===== config.mk =====
export PLATFORM = sky130hd
export DESIGN_NAME = uart_cmd_ctrl
export DESIGN_NICKNAME = d
export VERILOG_FILES = /design/src/rtl/uart_pkg.sv /design/src/rtl/uart_timeout_cnt.sv /design/src/rtl/uart_cmd_ctrl.sv
export SDC_FILE = /design/constraint.sdc
export NUM_CORES = 1
export LEC_CHECK = 0
export CAP_MARGIN = 25
export CORE_MARGIN = 2
export CORE_UTILIZATION = 58
export DETAILED_ROUTE_END_ITERATION = 6
export PLACE_DENSITY = 0.84
export SYNTH_ARGS = -nofsm -noshare
export SYNTH_HDL_FRONTEND = slang
export SYNTH_SLANG_ARGS = --single-unit

===== constraint.sdc =====
create_clock -name clk -period 4.8 [get_ports clk]
set_input_delay 0.72 -clock clk [delete_from_list [all_inputs] [get_ports clk]]
set_output_delay 0.72 -clock clk [all_outputs]
set_load 0.1 [all_outputs]

===== src/rtl/uart_pkg.sv =====
// Shared definitions for the UART command-frame controller: state encodings,
// error codes, default sync marker and header field positions.
package uart_pkg;

   localparam logic [3:0] ST_WAIT_SYNC = 4'b0001;
   localparam logic [3:0] ST_GET_HDR   = 4'b0010;
   localparam logic [3:0] ST_GET_DATA  = 4'b0100;
   localparam logic [3:0] ST_GET_CHK   = 4'b1000;

   typedef enum logic [3:0] {
      WAIT_SYNC = ST_WAIT_SYNC,
      GET_HDR   = ST_GET_HDR,
      GET_DATA  = ST_GET_DATA,
      GET_CHK   = ST_GET_CHK
   } state_t;

   localparam logic [1:0] ERR_NONE    = 2'b00;
   localparam logic [1:0] ERR_CHK     = 2'b01;
   localparam logic [1:0] ERR_TIMEOUT = 2'b10;

   localparam logic [7:0] DEFAULT_SYNC_BYTE = 8'hA5;

   // The write flag sits this many bits below the header byte width (i.e. the MSB).
   localparam int HDR_WR_BIT_OFS = 1;

endpackage


===== src/rtl/uart_timeout_cnt.sv =====
// Inter-byte timeout counter: counts ticks while enabled and flags the tick
// that lands on the final count, both combinationally and registered.
module uart_timeout_cnt #(
   parameter int TIMEOUT_TICKS = 2048
) (
   input  logic clk,
   input  logic i_reset,
   input  logic i_clear,
   input  logic i_enable,
   input  logic i_tick,
   output logic o_expire,
   output logic o_expiring
);

   localparam logic [15:0] LAST_COUNT = 16'(TIMEOUT_TICKS - 1);

   logic [15:0] r_count;
   logic        r_expire;
   logic        w_expiring;

   // A clear in the same cycle as the final tick suppresses the expiry.
   assign w_expiring = i_enable & i_tick & ~i_clear & (r_count == LAST_COUNT);
   assign o_expiring = w_expiring;
   assign o_expire   = r_expire;

   always_ff @(posedge clk) begin
      if (i_reset) begin
         r_count  <= 16'd0;
         r_expire <= 1'b0;
      end else begin
         r_expire <= w_expiring;
         if (i_clear) begin
            r_count <= 16'd0;
         end else if (i_enable && i_tick) begin
            r_count <= w_expiring ? 16'd0 : r_count + 16'd1;
         end
      end
   end

endmodule


===== src/rtl/uart_cmd_ctrl.sv =====
// Turns the UART receiver's byte stream (SYNC, HDR, DATA, CHK frames) into
// single-cycle register write/read strobes, with checksum and timeout errors.
module uart_cmd_ctrl
   import uart_pkg::*;
#(
   parameter int                 NB_DATA       = 8,
   parameter int                 NB_ADDR       = 4,
   parameter logic [NB_DATA-1:0] SYNC_BYTE     = NB_DATA'(DEFAULT_SYNC_BYTE),
   parameter int                 TIMEOUT_TICKS = 2048
) (
   input  logic               clk,
   input  logic               i_reset,
   input  logic               i_tick,
   input  logic [NB_DATA-1:0] i_rx_data,
   input  logic               i_rx_done,
   output logic               o_wr_en,
   output logic               o_rd_en,
   output logic [NB_ADDR-1:0] o_addr,
   output logic [NB_DATA-1:0] o_wdata,
   output logic               o_err,
   output logic [1:0]         o_err_code,
   output logic               o_busy,
   output logic [7:0]         o_frame_cnt
);

   localparam int WR_BIT = NB_DATA - HDR_WR_BIT_OFS;

   state_t             r_state;
   state_t             w_stateNext;
   logic [NB_DATA-1:0] r_hdr;
   logic [NB_DATA-1:0] r_data;
   logic               r_wrEn;
   logic               r_rdEn;
   logic               r_chkErr;
   logic [NB_ADDR-1:0] r_addr;
   logic [NB_DATA-1:0] r_wdata;
   logic [1:0]         r_errCode;
   logic [7:0]         r_frameCnt;
   logic               w_frameEnd;
   logic               w_chkOk;
   logic               w_expire;
   logic               w_expiring;
   logic               w_idle;

   assign w_idle = (r_state == WAIT_SYNC);

   uart_timeout_cnt #(
      .TIMEOUT_TICKS(TIMEOUT_TICKS)
   ) u_timeout (
      .clk        (clk),
      .i_reset    (i_reset),
      .i_clear    (i_rx_done | w_idle),
      .i_enable   (~w_idle),
      .i_tick     (i_tick),
      .o_expire   (w_expire),
      .o_expiring (w_expiring)
   );

   always_ff @(posedge clk) begin
      if (i_reset) begin
         r_state <= WAIT_SYNC;
      end else begin
         r_state <= w_stateNext;
      end
   end

   // A received byte always takes priority over a timeout in the same cycle.
   always_comb begin
      w_stateNext = r_state;
      w_frameEnd  = 1'b0;
      w_chkOk     = 1'b0;
      unique case (r_state)
         WAIT_SYNC: begin
            if (i_rx_done && (i_rx_data == SYNC_BYTE)) w_stateNext = GET_HDR;
         end
         GET_HDR: begin
            if (i_rx_done)       w_stateNext = GET_DATA;
            else if (w_expiring) w_stateNext = WAIT_SYNC;
         end
         GET_DATA: begin
            if (i_rx_done)       w_stateNext = GET_CHK;
            else if (w_expiring) w_stateNext = WAIT_SYNC;
         end
         GET_CHK: begin
            if (i_rx_done) begin
               w_stateNext = WAIT_SYNC;
               w_frameEnd  = 1'b1;
               w_chkOk     = (i_rx_data == (r_hdr ^ r_data));
            end else if (w_expiring) begin
               w_stateNext = WAIT_SYNC;
            end
         end
         default: w_stateNext = WAIT_SYNC;
      endcase
   end

   always_ff @(posedge clk) begin
      if (i_reset) begin
         r_hdr  <= '0;
         r_data <= '0;
      end else if (i_rx_done) begin
         if (r_state == GET_HDR)  r_hdr  <= i_rx_data;
         if (r_state == GET_DATA) r_data <= i_rx_data;
      end
   end

   // Timeout strobes come from the counter's own register; checksum ones from here.
   always_ff @(posedge clk) begin
      if (i_reset) begin
         r_wrEn     <= 1'b0;
         r_rdEn     <= 1'b0;
         r_chkErr   <= 1'b0;
         r_addr     <= '0;
         r_wdata    <= '0;
         r_errCode  <= ERR_NONE;
         r_frameCnt <= 8'd0;
      end else begin
         r_wrEn   <= 1'b0;
         r_rdEn   <= 1'b0;
         r_chkErr <= 1'b0;
         if (w_frameEnd) begin
            if (w_chkOk) begin
               r_addr     <= r_hdr[NB_ADDR-1:0];
               r_frameCnt <= r_frameCnt + 8'd1;
               if (r_hdr[WR_BIT]) begin
                  r_wrEn  <= 1'b1;
                  r_wdata <= r_data;
               end else begin
                  r_rdEn  <= 1'b1;
               end
            end else begin
               r_chkErr  <= 1'b1;
               r_errCode <= ERR_CHK;
            end
         end else if (w_expiring) begin
            r_errCode <= ERR_TIMEOUT;
         end
      end
   end

   assign o_wr_en     = r_wrEn;
   assign o_rd_en     = r_rdEn;
   assign o_err       = r_chkErr | w_expire;
   assign o_addr      = r_addr;
   assign o_wdata     = r_wdata;
   assign o_err_code  = r_errCode;
   assign o_frame_cnt = r_frameCnt;
   assign o_busy      = ~w_idle;

endmodule


==> metrics <==
result of the run=complete, no violations; number of nets in the layout=342; Reg area=between 1000 and 1500 um2; number of detailed-route iterations in the first pass=4; antenna-violating nets left=0; min-delay worst type=reg -> reg; worst skew pair latency=approximately 0.32 ns; RR Endpoint=u_timeout.r_count[3]; Post-CTS Resized=0; Clk pin slew, worst setup/hold paths=0.06 ns; pin count of the biggest net entering global routing=46; Max Clock Freq=between 300 and 400 MHz; Fin. Hold Viols=0; number of enable-type register cells in the synthesized netlist=0; dominant cells by area after synthesis=dfxtp_1 44%, mux2i_1 11%, nor2_1 7.2%; Final Max Tran Viols=0; antenna diode count=0; final weighted congestion in routability-driven placement=0.799; Post-Route WL=5.34 mm; global routing usage summed across all routing layers=about a fifth; standard cell core area=approximately 4700 um2; dominant synthesized flop cell=dfxtp_1; post-DP HPWL=3.60 mm; via density per instance=around 5.6; area fraction of the dominant cell type after synthesis=44.2%; P per Cell Area=~300 nW/um2; cell type contributing the most total cell area after synthesis=dfxtp_1; count of H-tree levels built during CTS=3; Data required, critical path=4.08 ns; hold buffer count at cts=0; switching share of power=approximately 22%; Cell variety after synth=39; cell chosen for the clock root=clkbuf_8; Post CTS Setup Buffer Count=0; wire length per cell after detailed routing=13.8 um; Seq/Total Area, Yosys=44.2%; synthesized instance count=293; vias post-DR=about 2,200; R2R Setup Slk=around 2.5 ns; yosys synthesis warning count=0; via count of the first global-routing pass=1,954; TritonCTS clock tree=built; Layout fillers=350; synthesis-to-layout area growth=20.2%; number of clock sinks=62; area of the mapped netlist=2810 um2; switching power of the nets=between 200 and 250 uW; proportion of power drawn by combinational gates=6.4%; sequential power share=51.7%; number of placed I/O pins=38; initial antenna violation count=0; count of maximum capacitance violations=0; Post-Syn Nets=307; worst max-slew margin expressed relative to the limit=roughly 35%; transition at the pin with the smallest max-transition slack=between 0.9 and 1 ns; mean post-synth cell area=9.59 um2; share of the clock period used by the worst path=68.6%; Critical Path End=o_busy; global-route wire length before repair=about 8.8 mm; internal power contribution=between 700 and 800 uW; RSZ-0062 raised after global routing=no; r2r worst-path depth=5; Max Fanout on Critical Path=9; remaining design rule violation count=0; Clock Tree Buf Depth=2; drt initial violations=about 130; Starting Density=59.9%; number of input and output port buffers inserted=37; count leader, synth=dfxtp_1; TritonCTS buffer count=9; DP Area=3190 um2; kind of end point of the critical path=output port; number of placement rows=25; final std cell area, no fill=around 3400 um2; part of the power in the clock network=41.9%; FFs w/ async S/R, synth=0%; launch point of the worst path=r_state[0]; Worst setup SP type=flip-flop; post-route minimum period=3.29 ns; width of the chip=between 70 and 80 um; Reg2Reg Launch Point=r_state[1]; remaining global-route overflow=0; Worst Setup Path Type=reg -> out; leakage power=1.35 nW; Setup-failing EPs final=0; fraction of final layout cells sized beyond drive strength 1=7.23%; total die area=between 5000 and 6000 um2; maximum vdd drop=0.286 mV; sum of negative setup slack=0 ns; Synth Register Bits=62; height of the die=~74 um; Max Clock Skew=between 0.005 and 0.006 ns; area taken by multi-input logic gates=about 1500 um2; Commonest cells post-synth=62 x dfxtp_1, 54 x nor2_1, 30 x mux2i_1, 13 x xor2_1; data arrival at the endpoint of the critical path=2.57 ns
## area by class of cell
class                           count  share of cell area (%)
Sequential cell                    62                    36.8
Timing Repair Buffer               38                    11.2
Tap cell                           54                    2.00
Multi-Input combinational cell    206                    43.3
Clock buffer                       15                    5.52
Inverter                           11                    1.22
## power by group through the flow
stage	clock (mW)	sequential, mW	combinational, mW
global placement	0	0.532	0.0627
finish	0.421	0.521	0.0644
detailed placement	0	0.532	0.0638
global route	0.449	0.521	0.0687
CTS	0.428	0.520	0.0640
floorplan	0	0.528	0.0474
## cell families after synthesis
group | synth area share, %
simple gates | 23.2
buf+inv | 3.74
flops | 44.2
xor+xnor | 11.7
compound gates | 5.61
mux | 10.7
fa+ha+maj | 0.891
## through the flow
step                      hold WS [ns]  power, mW  worst slack (ns)  util [%]  instances
after global placement           0.445      0.594              1.67      68.0        371
after floorplan                  0.454      0.576              2.38         -        293
after detailed placement         0.449      0.596              1.59      68.0        371
final                            0.456       1.01              1.51      72.0        386
after CTS                        0.457       1.01              1.53      72.0        386
after global routing             0.492       1.04              1.44      72.0        386
## registers in the layout, indices dropped and copies added, names as in the netlist
name,cells
o_addr,4
o_err_code,2
o_frame_cnt,8
o_rd_en,1
o_wdata,8
o_wr_en,1
r_chkErr,1
r_data,8
r_hdr,8
r_state,4
u_timeout.o_expire,1
u_timeout.r_count,16
## layer usage
layer | GRT usage, % | wire length [um]
met1 | 28.1 | 2570
met2 | 33.6 | 2450
met3 | 4.12 | 230
met4 | 7.47 | 85
met5 | 0 | 0
## cells in the final DEF (no fill, tap or decap), types with 2 or more instances in the layout
cell type        synthesis  routed
a2111oi_0                2       2
a21o_1                   3       3
a21oi_1                 12      12
a31o_2                   2       2
and2_1                   2       2
and3_1                   5       5
clkbuf_1                 9       2
clkbuf_8                 0      13
clkdlybuf4s50_1          0      37
dfxtp_1                 62      62
ha_1                     2       2
inv_1                   11      11
mux2i_1                 30      30
nand2_1                 10      10
nand2b_1                 6       6
nand3_1                  9       9
nand4_1                 12      12
nand4b_1                 2       2
nor2_1                  54      54
nor3_1                   6       6
nor4_1                   2       2
o21ai_0                  5       5
or2_2                    3       3
or3_1                    3       3
xnor2_1                  4       4
xnor3_1                  8       8
xor2_1                  13      13
## critical path, stage by stage (launching register included)
cell	delay (ns)
dfxtp_1	0.49
nor4b_2	0.56
inv_1	0.19
clkdlybuf4s50_1	1.01
## worst min path at each step
stage	startpoint	to	slack, ns	depth (start not counted)
floorplan	r_hdr[7]	o_rd_en	0.45	1
global placement	o_err_code[0]	o_err_code[0]	0.44	2
detailed placement	o_err_code[1]	o_err_code[1]	0.45	2
CTS	o_err_code[1]	o_err_code[1]	0.46	2
global route	o_err_code[0]	o_err_code[0]	0.49	2
finish	o_err_code[1]	o_err_code[1]	0.46	2
Power figures use the tool's default switching activity.
